[src/rtl/mem_arbiter_n_pkg.sv]
// Shared types and width helpers for the N-channel cacheline arbiter.
package arb_pkg;

  typedef enum logic [1:0] {
    IDLE,
    BUSY,
    RESP
  } arb_state_t;

  // Cacheline width in bits for a given line-offset width.
  function automatic int calcLw(input int sOffset);
    return (2 ** sOffset) * 8;
  endfunction

  // Channel-index width; never narrower than one bit so a single channel still has a usable index.
  function automatic int calcCw(input int numCh);
    return (numCh > 1) ? $clog2(numCh) : 1;
  endfunction

endpackage

[src/rtl/mem_arbiter_n_if.sv]
// Channel-side and adaptor-side buses of the arbiter, named from the arbiter's point of view.
interface mem_arbiter_n_if
  import arb_pkg::*;
#(
  parameter int s_offset = 5,
  parameter int num_ch   = 2
);
  localparam int LW = calcLw(s_offset);

  logic [num_ch-1:0]    ch_read_i;
  logic [num_ch-1:0]    ch_write_i;
  logic [num_ch*32-1:0] ch_address_i;
  logic [num_ch*LW-1:0] ch_line_i;
  logic [LW-1:0]        ch_line_o;
  logic [num_ch-1:0]    ch_resp_o;
  logic [num_ch-1:0]    grant_o;
  logic                 mem_read_o;
  logic                 mem_write_o;
  logic [31:0]          mem_address_o;
  logic [LW-1:0]        mem_line_o;
  logic [LW-1:0]        mem_line_i;
  logic                 mem_resp_i;

  // Requesters and adaptor together: they drive every *_i signal.
  modport master (
    output ch_read_i, ch_write_i, ch_address_i, ch_line_i, mem_line_i, mem_resp_i,
    input  ch_line_o, ch_resp_o, grant_o, mem_read_o, mem_write_o, mem_address_o, mem_line_o
  );

  // The arbiter itself.
  modport slave (
    input  ch_read_i, ch_write_i, ch_address_i, ch_line_i, mem_line_i, mem_resp_i,
    output ch_line_o, ch_resp_o, grant_o, mem_read_o, mem_write_o, mem_address_o, mem_line_o
  );

endinterface

[src/rtl/mem_arbiter_n_rr_picker.sv]
// Combinational winner selection: fixed priority or round-robin starting after a base pointer.
module rr_picker
  import arb_pkg::*;
#(
  parameter int num_ch  = 2,
  parameter int rr_mode = 1,
  localparam int CW     = calcCw(num_ch)
) (
  input  logic [num_ch-1:0] req_i,
  input  logic [CW-1:0]     base_i,
  output logic              valid_o,
  output logic [CW-1:0]     idx_o
);

  logic [CW-1:0] lowIdx;
  logic [CW-1:0] highIdx;
  logic          lowFound;
  logic          highFound;

  // Lowest requester overall, and lowest requester strictly above the base pointer (the wrap-free part of the rr scan).
  always_comb begin
    lowIdx    = '0;
    highIdx   = '0;
    lowFound  = 1'b0;
    highFound = 1'b0;
    for (int i = 0; i < num_ch; i++) begin
      if (req_i[i] && !lowFound) begin
        lowIdx   = CW'(i);
        lowFound = 1'b1;
      end
      if (req_i[i] && !highFound && (i > int'(base_i))) begin
        highIdx   = CW'(i);
        highFound = 1'b1;
      end
    end
  end

  assign valid_o = |req_i;
  // With nobody above the pointer the scan wraps, which is just the lowest requester; one channel always yields 0.
  assign idx_o   = ((rr_mode != 0) && (num_ch > 1) && highFound) ? highIdx : lowIdx;

endmodule

[src/rtl/mem_arbiter_n.sv]
// N-channel cacheline arbiter in front of a single adaptor; one line transaction in flight at a time.
module mem_arbiter_n
  import arb_pkg::*;
#(
  parameter int s_offset = 5,
  parameter int num_ch   = 2,
  parameter int rr_mode  = 1
) (
  input logic           clk,
  input logic           rst,
  mem_arbiter_n_if.slave bus
);

  localparam int LW = calcLw(s_offset);
  localparam int CW = calcCw(num_ch);

  arb_state_t        state_q;
  logic [CW-1:0]     winner_q;
  logic [CW-1:0]     ptr_q;
  logic [num_ch-1:0] grant_q;
  logic [num_ch-1:0] resp_q;
  logic              memRead_q;
  logic              memWrite_q;
  logic [31:0]       memAddress_q;
  logic [LW-1:0]     memLine_q;
  logic [LW-1:0]     chLine_q;

  logic [num_ch-1:0] chReq;
  logic              pickValid;
  logic [CW-1:0]     pickIdx;
  logic [31:0]       pickAddress_d;
  logic [LW-1:0]     pickLine_d;
  logic              pickWrite_d;
  logic [num_ch-1:0] pickGrant_d;

  assign chReq = bus.ch_read_i | bus.ch_write_i;

  rr_picker #(
    .num_ch (num_ch),
    .rr_mode(rr_mode)
  ) picker (
    .req_i  (chReq),
    .base_i (ptr_q),
    .valid_o(pickValid),
    .idx_o  (pickIdx)
  );

  // Pull the winner's address, write line and op out of the flat channel buses; write beats read.
  always_comb begin
    pickAddress_d = '0;
    pickLine_d    = '0;
    pickWrite_d   = 1'b0;
    pickGrant_d   = '0;
    for (int i = 0; i < num_ch; i++) begin
      if (pickIdx == CW'(i)) begin
        pickAddress_d  = bus.ch_address_i[32*i +: 32];
        pickLine_d     = bus.ch_line_i[LW*i +: LW];
        pickWrite_d    = bus.ch_write_i[i];
        pickGrant_d[i] = 1'b1;
      end
    end
  end

  // Transaction FSM with every output registered; the rr pointer moves only when a transaction completes.
  always_ff @(posedge clk) begin
    if (rst) begin
      state_q      <= IDLE;
      winner_q     <= '0;
      ptr_q        <= CW'(num_ch - 1);
      grant_q      <= '0;
      resp_q       <= '0;
      memRead_q    <= 1'b0;
      memWrite_q   <= 1'b0;
      memAddress_q <= '0;
      memLine_q    <= '0;
      chLine_q     <= '0;
    end else begin
      case (state_q)
        IDLE: begin
          resp_q <= '0;
          if (pickValid) begin
            winner_q     <= pickIdx;
            grant_q      <= pickGrant_d;
            memAddress_q <= pickAddress_d;
            memLine_q    <= pickLine_d;
            memWrite_q   <= pickWrite_d;
            memRead_q    <= !pickWrite_d;
            state_q      <= BUSY;
          end
        end
        BUSY: begin
          if (bus.mem_resp_i) begin
            chLine_q   <= bus.mem_line_i;
            ptr_q      <= winner_q;
            memRead_q  <= 1'b0;
            memWrite_q <= 1'b0;
            resp_q     <= grant_q;
            state_q    <= RESP;
          end
        end
        RESP: begin
          resp_q       <= '0;
          grant_q      <= '0;
          memAddress_q <= '0;
          memLine_q    <= '0;
          state_q      <= IDLE;
        end
        default: state_q <= IDLE;
      endcase
    end
  end

  assign bus.ch_line_o     = chLine_q;
  assign bus.ch_resp_o     = resp_q;
  assign bus.grant_o       = grant_q;
  assign bus.mem_read_o    = memRead_q;
  assign bus.mem_write_o   = memWrite_q;
  assign bus.mem_address_o = memAddress_q;
  assign bus.mem_line_o    = memLine_q;

endmodule

[src/flat_wrapper.sv]
// flat-port wrapper written by rule: the top's interface ports become plain ports
module mem_arbiter_n_flat import arb_pkg::*;
#(
  parameter int s_offset = 5,
  parameter int num_ch   = 2,
  parameter int rr_mode  = 1
)
  (clk, rst, bus_ch_read_i, bus_ch_write_i, bus_ch_address_i, bus_ch_line_i, bus_mem_line_i, bus_mem_resp_i, bus_ch_line_o, bus_ch_resp_o, bus_grant_o, bus_mem_read_o, bus_mem_write_o, bus_mem_address_o, bus_mem_line_o);
  mem_arbiter_n_if #(.s_offset(s_offset), .num_ch(num_ch)) bus_i ();
  input logic clk;
  input logic rst;
  input wire logic [$bits(bus_i.ch_read_i)-1:0] bus_ch_read_i;
  input wire logic [$bits(bus_i.ch_write_i)-1:0] bus_ch_write_i;
  input wire logic [$bits(bus_i.ch_address_i)-1:0] bus_ch_address_i;
  input wire logic [$bits(bus_i.ch_line_i)-1:0] bus_ch_line_i;
  input wire logic [$bits(bus_i.mem_line_i)-1:0] bus_mem_line_i;
  input wire logic [$bits(bus_i.mem_resp_i)-1:0] bus_mem_resp_i;
  output wire logic [$bits(bus_i.ch_line_o)-1:0] bus_ch_line_o;
  output wire logic [$bits(bus_i.ch_resp_o)-1:0] bus_ch_resp_o;
  output wire logic [$bits(bus_i.grant_o)-1:0] bus_grant_o;
  output wire logic [$bits(bus_i.mem_read_o)-1:0] bus_mem_read_o;
  output wire logic [$bits(bus_i.mem_write_o)-1:0] bus_mem_write_o;
  output wire logic [$bits(bus_i.mem_address_o)-1:0] bus_mem_address_o;
  output wire logic [$bits(bus_i.mem_line_o)-1:0] bus_mem_line_o;
  assign bus_i.ch_read_i = bus_ch_read_i;
  assign bus_i.ch_write_i = bus_ch_write_i;
  assign bus_i.ch_address_i = bus_ch_address_i;
  assign bus_i.ch_line_i = bus_ch_line_i;
  assign bus_i.mem_line_i = bus_mem_line_i;
  assign bus_i.mem_resp_i = bus_mem_resp_i;
  assign bus_ch_line_o = bus_i.ch_line_o;
  assign bus_ch_resp_o = bus_i.ch_resp_o;
  assign bus_grant_o = bus_i.grant_o;
  assign bus_mem_read_o = bus_i.mem_read_o;
  assign bus_mem_write_o = bus_i.mem_write_o;
  assign bus_mem_address_o = bus_i.mem_address_o;
  assign bus_mem_line_o = bus_i.mem_line_o;
  mem_arbiter_n #(.s_offset(s_offset), .num_ch(num_ch), .rr_mode(rr_mode)) u_core (.clk(clk), .rst(rst), .bus(bus_i));
endmodule
[config.mk]
export PLATFORM = sky130hd
export DESIGN_NAME = mem_arbiter_n_flat
export DESIGN_NICKNAME = d
export VERILOG_FILES = /design/src/rtl/mem_arbiter_n_pkg.sv /design/src/rtl/mem_arbiter_n_if.sv /design/src/rtl/mem_arbiter_n_rr_picker.sv /design/src/rtl/mem_arbiter_n.sv /design/src/flat_wrapper.sv
export SDC_FILE = /design/constraint.sdc
export NUM_CORES = 1
export LEC_CHECK = 0
export CAP_MARGIN = 20
export CORE_AREA = 5 5 537 539
export DETAILED_ROUTE_END_ITERATION = 10
export DIE_AREA = 0 0 542 544
export RECOVER_POWER = 50
export SYNTH_ARGS = -nofsm -noshare
export SYNTH_HDL_FRONTEND = slang
export SYNTH_SLANG_ARGS = --single-unit
[constraint.sdc]
create_clock -name clk -period 2.67 [get_ports clk]
set_input_delay 0.6675 -clock clk [delete_from_list [all_inputs] [get_ports clk]]
set_output_delay 0.6675 -clock clk [all_outputs]
set_load 0.05 [all_outputs]
==> results of run 1 <==
power by group:
part	switching, W	internal, W
registers	0.000410	0.00893
clock network	0.00436	0.00593
logic	0.00461	0.00236
total	0.00938	0.0172
routing by layer:
metal,routed length (µm),share of wire [%],global-route usage [%],vias up
li1,-,-,-,10200
met2,86900,45,20.0,1429
met3,27500,14,7.62,361
met5,484,0.25,0,-
met4,8730,4.5,4.88,72
met1,71700,37,13.3,11000
synth_stat cells, types with 2 or more instances:
library cell / number / area share [%]
nand2_1: 518 / 9.5
and2_1: 287 / 8.8
buf_4: 2 / 0.073
or2_2: 2 / 0.061
dfxtp_1: 554 / 54
nor2_4: 2 / 0.11
dlymetal6s2s_1: 11 / 0.67
nand3_1: 3 / 0.073
buf_2: 15 / 0.37
buf_12: 2 / 0.20
a21oi_1: 262 / 6.4
buf_6: 45 / 2.5
a221o_1: 287 / 14
nor2_1: 6 / 0.11
clkbuf_1: 102 / 1.9
inv_1: 2 / 0.037
a21o_1: 2 / 0.073
o22ai_1: 2 / 0.061
o21ai_0: 3 / 0.073
worst max path at each step:
stage	endpoint	cells after the start
after floorplan	u_core.bus.mem_line_o[100]	6
after global placement	u_core.bus.mem_line_o[189]	7
after detailed placement	u_core.bus.mem_line_o[136]	9
after CTS	bus_ch_line_o[209]	1
after global routing	bus_ch_line_o[209]	1
final	u_core.bus.mem_line_o[190]	9
kinds of logic (layout without fill, tap and decap cells):
group           Yosys count  count (layout)  synth area share [%]
simple gates            824             824                  18.9
compound gates          562             562                  21.0
flops                   554             554                  54.3
buf+inv                 182            1591                  5.82
other cells               0              21                     0
metrics by stage:
step	setup WS (ns)	instances	setup TNS (ns)
6_report	0.0509	7314	0
3_5_place_dp	-0.265	7166	-57.68
3_3_place_gp	-0.208	7166	-38.16
2_1_floorplan	0.598	2122	0
4_1_cts	0.000167	7293	0
5_1_grt	0.00216	7309	0
what timing repair did:
action,in CTS,in global routing
resized for setup,255,5
endpoints found under the setup margin,255,5
pin swaps,0,0
sequential cells by signal, indices dropped and copies added, names as in the netlist:
| signal | flops |
|---|---|
| u_core.ptr_q | 1 |
| u_core.bus.mem_address_o | 32 |
| u_core.bus.grant_o | 2 |
| u_core.bus.mem_write_o | 1 |
| u_core.state_q | 2 |
| u_core.bus.ch_resp_o | 2 |
| u_core.winner_q | 1 |
| u_core.bus.ch_line_o | 256 |
| u_core.bus.mem_line_o | 256 |
| u_core.bus.mem_read_o | 1 |
final cells by class:
| type | count | area, µm² |
|---|---|---|
| Fill cell | 32400 | 244000 |
| Timing Repair Buffer | 1462 | 13400 |
| Sequential cell | 554 | 11100 |
| Multi-Input combinational cell | 1386 | 8140 |
| Tap cell | 3762 | 4710 |
| Clock buffer | 109 | 2200 |
| Clock inverter | 18 | 206 |
| Antenna cell | 21 | 52.6 |
| Inverter | 2 | 7.51 |
critical path, delay by kind of cell:
| kind | cells | cell delay, ns |
|---|---|---|
| AOI/OAI and AO/OA | 3 | 0.65 |
| buffers and inverters | 5 | 1.73 |
| and+or+nand+nor | 1 | 0.11 |
==> summary.md, run 1 <==
| Metric | Value |
|---|---|
| Via count | 23100 |
| Final net count | 4322 |
| Main flop type after synthesis | dfxtp_1 |
| Gr usage total | 12.5% |
| Synth warnings | 0 |
| CP Class | input pin to flop |
| # hold bufs at CTS | 0 |
| Layout cell share with drive strength beyond 1 | 10.6% |
| Die Y | 544 µm |
| Gr ovfl total | 0 |
| CTS tree | done |
| Drt wl/cell | 26.7 µm |
| Worst hold path startpoint | rst |
| Worst min path class | input pin to flop |
| Hold Fails Final Rpt | 0 |
| Initial DRC Count | 1626 |
| Distinct cells, synth | 34 |
| Worst Max-Slew Pin Slew | 1.13 ns |
| DP Area | 38200 µm² |
| Initial antenna violation count | 104 |
| Number of global-route vias before repair | 23400 |
| Sequential fraction of the synthesis area | 54.3% |
| Worst path required time | 3.34 ns |
| CP Launch Type | input pin |
| Crit path cell chain | dlygate4sd3_1, clkbuf_4, o21ai_0, o21ai_0, clkbuf_1, nor2_4, buf_6, buf_6, a221o_1 |
| Clk buf depth | 4 |
| Worst flop-to-flop path startpoint | u_core.state_q[0] |
| Detailed Place HPWL | 170 mm |
| Reg2Reg Capture Point | u_core.bus.ch_line_o[68] |
| Number of setup violations in the final report | 0 |
| Most common cell after layout, fill and taps aside | clkdlybuf4s50_1 |
| # rows | 196 |
| Max-Cap Viols | 0 |
| Hold path depth | 2 |
| Clk slew on worst S/H paths | 0.06 ns |
| Ys async rst share | 0% |
| Max Clock Freq | 0.382 GHz |
| Total CTS buffers | 77 |
| Post-DR vias/cell | 3.16 |
| PortBufs | 1388 |
| Leak | 15.3 nW |
| Final min period | 2.62 ns |
| Clk sinks | 554 |
| #FFs+latches synth | 554 |
| Placer Congestion | 0.971 |
| Tcrit/Tclk final | 98.1% |
| Min Hold Slack | 0.194 ns |
| Peak supply drop | 467 µV |
| EDFF count, synth | 0 |
| Die Wd | 542 µm |
| CP Max Fanout | 60 |
| Die ar. | 295000 µm² |
| Io pins | 1389 |
| Unrepaired setup endpoints after global routing | no |
| ANT nets after route | 0 |
| Clk_lat worst skew | 0.77 ns |
| CTS H-Tree Depth | 3 |
| Worst EP arrival | 3.29 ns |
| Most frequent cells in the layout | 915 x clkdlybuf4s50_1, 554 x dfxtp_1, 518 x nand2_1 |
| Initial Utilization | 7.20% |
| DRC errors left | 0 |
| Pwr per Cell Area | 668 nW/µm² |
| Pins over their slew limit | 0 |
| Pin count of the biggest net entering global routing | 138 |
| Worst r2r path cells | 5 |
| Post-Syn Instances | 2122 |
| CTS Root Cell | clkbuf_16 |
| Placeable Area | 283000 µm² |
| Critical Path Sink Type | flop |
| Average size of a mapped cell | 9.63 µm² |
| Crit path from | bus_ch_write_i[0] |
| Cell Area, Synth | 20400 µm² |
| Outcome | finished clean |
| Reg2Reg Setup Slack | 0.32 ns |
| Critical Path Slowest Stage Cell | dlygate4sd3_1 |
| Total power | 0.0266 W |
| Slew HR | 24.5% |
| Worst-case clock skew | 0.0512 ns |
| DR pass1 iterations | 5 |
| Global-route wire length before repair | 242 mm |
| Hold worst-path end | u_core.bus.ch_resp_o[1] |
| P&R area growth vs syn | 94.9% |
| Final Util | 14.0% |
| Postcts setup bufs | 0 |
| Finished Cell Area | 39800 µm² |
| CP max stage delay | 0.57 ns |
| WL final | 195 mm |
| Syn Nets | 2961 |
No activity file was read; power rests on OpenSTA's default activity.
==> inputs of run 2 (changes only) <==
--- a/config.mk
+++ b/config.mk
@@ -9,7 +9,9 @@
 export CORE_AREA = 5 5 537 539
 export DETAILED_ROUTE_END_ITERATION = 10
 export DIE_AREA = 0 0 542 544
+export GPL_TIMING_DRIVEN = 0
 export RECOVER_POWER = 50
+export SLEW_MARGIN = 15
 export SYNTH_ARGS = -nofsm -noshare
 export SYNTH_HDL_FRONTEND = slang
 export SYNTH_SLANG_ARGS = --single-unit
==> run 2 against run 1 <==
  * Cell count is 1.9% higher
  * Total power is 4.4% higher
  * Critical endpoint is now u_core.bus.mem_address_o[15]
  * Register-to-register slack worse by 0.20 ns
  * Global-route usage is 1.4 points higher
  * Cell area is 4.8% higher
  * Critical path type unchanged
  * Sequential power is 0.7% higher
==> summary.md, run 2 (synthesis results as in run 1) <==
| Metric | Value |
|---|---|
| Die ar. | 295000 µm² |
| Top Layer Used | met5 |
| Global-route wire length before repair | 265 mm |
| M1 WL | 77.4 mm |
| Detailed Place HPWL | 191 mm |
| Die Y | 544 µm |
| Critical Path Sink Type | flop |
| Leak | 16.2 nW |
| CTS Root Cell | clkbuf_16 |
| # rows | 196 |
| DR pass1 iterations | 6 |
| Post-Layout Cell Count | 7450 |
| Post-DR vias/cell | 3.17 |
| CTS H-Tree Depth | 3 |
| Gate power share | 26.6% |
| Number of global-route vias before repair | 24300 |
| Gr ovfl total | 0 |
| ANT nets after route | 0 |
| Gr usage total | 13.8% |
| Most common cell after layout, fill and taps aside | clkdlybuf4s50_1 |
| Min Hold Slack | 0.324 ns |
| Reg2Reg Capture Point | u_core.bus.mem_line_o[5] |
| Hold Fails Final Rpt | 0 |
| Pin count of the biggest net entering global routing | 13 |
| FILL cells | 32300 |
| Max Clock Freq | 0.376 GHz |
| Pins over their slew limit | 0 |
| Critical Path Slowest Stage Cell | o21ai_0 |
| PortBufs | 1387 |
| Worst r2r path cells | 6 |
| Worst hold path startpoint | rst |
| Placer Congestion | 0.979 |
| WP buf/inv | 4 |
| Clk sinks | 554 |
| Final min period | 2.66 ns |
| Initial Utilization | 7.20% |
| Worst min path class | input pin to flop |
| Met3 wire length | 29.6 mm |
| Peak supply drop | 428 µV |
| P&R area growth vs syn | 104% |
| Worst EP arrival | 3.27 ns |
| CTS tree | done |
| Drt wl/cell | 29.0 µm |
| Worst flop-to-flop path startpoint | u_core.state_q[0] |
| Hold path depth | 3 |
| CP Launch Type | input pin |
| Pwr per Cell Area | 665 nW/µm² |
| DRC errors left | 0 |
| Clk slew on worst S/H paths | 0.06 ns |
| Initial antenna violation count | 89 |
| Most frequent cells in the layout | 926 x clkdlybuf4s50_1, 553 x dfxtp_1, 518 x nand2_1 |
| Tcrit/Tclk final | 99.6% |
| # hold bufs at CTS | 0 |
| Switching Power | 0.00967 W |
| Clk_lat worst skew | 0.79 ns |
| Outcome | finished clean |
| Die Wd | 542 µm |
| Layout cell share with drive strength beyond 1 | 8.90% |
| Reg2Reg Setup Slack | 0.12 ns |
| Sequential share of power | 33.9% |
| Placed cell count | 7288 |
| Worst Max-Slew Pin Slew | 1.28 ns |
| Clk buf depth | 4 |
| Worst path required time | 3.29 ns |
| CP Class | input pin to flop |
| Pint | 0.0181 W |
| Total Neg Setup Slack | 0 ns |
| DR WL met2 | 101 mm |
| Io pins | 1389 |
| Unrepaired setup endpoints after global routing | yes |
| CP max stage delay | 1.02 ns |
| Number of setup violations in the final report | 0 |
| Total CTS buffers | 78 |
| Final net count | 4439 |
| Clock group share of total power | 39.5% |
| Switch share | 34.8% |
| Hold worst-path end | u_core.bus.mem_address_o[31] |
| Crit path max-delay family | compound AO/OA/AOI/OAI gates |
| WL final | 216 mm |
| Placeable Area | 283000 µm² |
| Crit path cell chain | clkdlybuf4s50_1, o21ai_0, nor2_4, buf_12, buf_4, clkbuf_1, a221o_1 |
| Slew HR | 14.0% |
| Initial DRC Count | 1711 |
| Max-Cap Viols | 0 |
| Worst-case clock skew | 0.0799 ns |
| CP Max Fanout | 10 |
| Via count | 23600 |
## run 2: cell types whose count changed in the layout (fill, tap and decap cells not counted), sizes merged, moves of 4 or more
cell           change
clkdlybuf4s15     +86
dlygate4sd2       +85
clkbuf            -47
buf               -20
diode             +16
clkdlybuf4s50     +11
dlymetal6s2s       +7
inv                -5
bufinv             +4
clkinv             -4
## run 2: worst reg2reg max path, cell delays in order (launching register included)
cell,delay [ns]
dfxtp_1,0.42
or3_1,0.56
nor2_4,0.22
buf_4,0.25
buf_12,0.17
clkbuf_1,0.54
a221o_1,0.26
## run 2: how the worst max path moves through the flow
stage | startpoint | endpoint | cells past startpoint
5_1_grt | u_core.state_q[0] | u_core.bus.ch_line_o[153] | 7
6_report | bus_ch_write_i[1] | u_core.bus.mem_address_o[15] | 7
3_3_place_gp | bus_ch_write_i[1] | u_core.bus.mem_line_o[10] | 6
2_1_floorplan | bus_ch_write_i[1] | u_core.bus.mem_line_o[100] | 6
3_5_place_dp | bus_mem_resp_i | u_core.bus.ch_line_o[158] | 7
4_1_cts | u_core.bus.ch_line_o[137] | bus_ch_line_o[137] | 1
## run 2: area by class of cell
class                           count  area [µm²]  area share [%]
Sequential cell                   554       11100            26.6
Inverter                            2        7.51          0.0180
Antenna cell                       37        92.6           0.222
Tap cell                         3762        4710            11.3
Clock buffer                      116        2340            5.60
Buffer                            180        1200            2.87
Multi-Input combinational cell   1386        8150            19.5
Clock inverter                     15         278           0.666
Timing Repair Buffer             1398       13900            33.2
## run 2: power by group through the flow
stage	Clock [W]	Sequential, W	Combinational, W
6_report	0.0110	0.00941	0.00738
5_1_grt	0.0116	0.00948	0.00778
4_1_cts	0.0114	0.00943	0.00758
3_5_place_dp	0	0.00959	0.00783
3_3_place_gp	0	0.00957	0.00775
2_1_floorplan	0	0.0116	0.00120
## run 2: routing by layer
metal | track usage (%) | vias up
met3 | 7.77 | 276
met1 | 14.6 | 11300
met2 | 23.0 | 1527
met5 | 0 | -
met4 | 5.25 | 34
li1 | - | 10500
## run 2: stage by stage
step	area [µm²]	worst slack, ns	power (W)	utilization (%)
after detailed placement	39400	-1.40	0.0174	13.9
after global routing	41700	-0.0130	0.0289	14.7
after global placement	39000	-1.56	0.0173	13.8
after floorplan	20400	0.598	0.0128	-
final	41700	0.0119	0.0278	14.7
after CTS	41600	0.000471	0.0284	14.7
## run 2: timing repair
item	4_1_cts	5_1_grt
pin swaps	2	0
resized for setup	628	15
setup endpoints to repair	875	10
buffers inserted	6	0
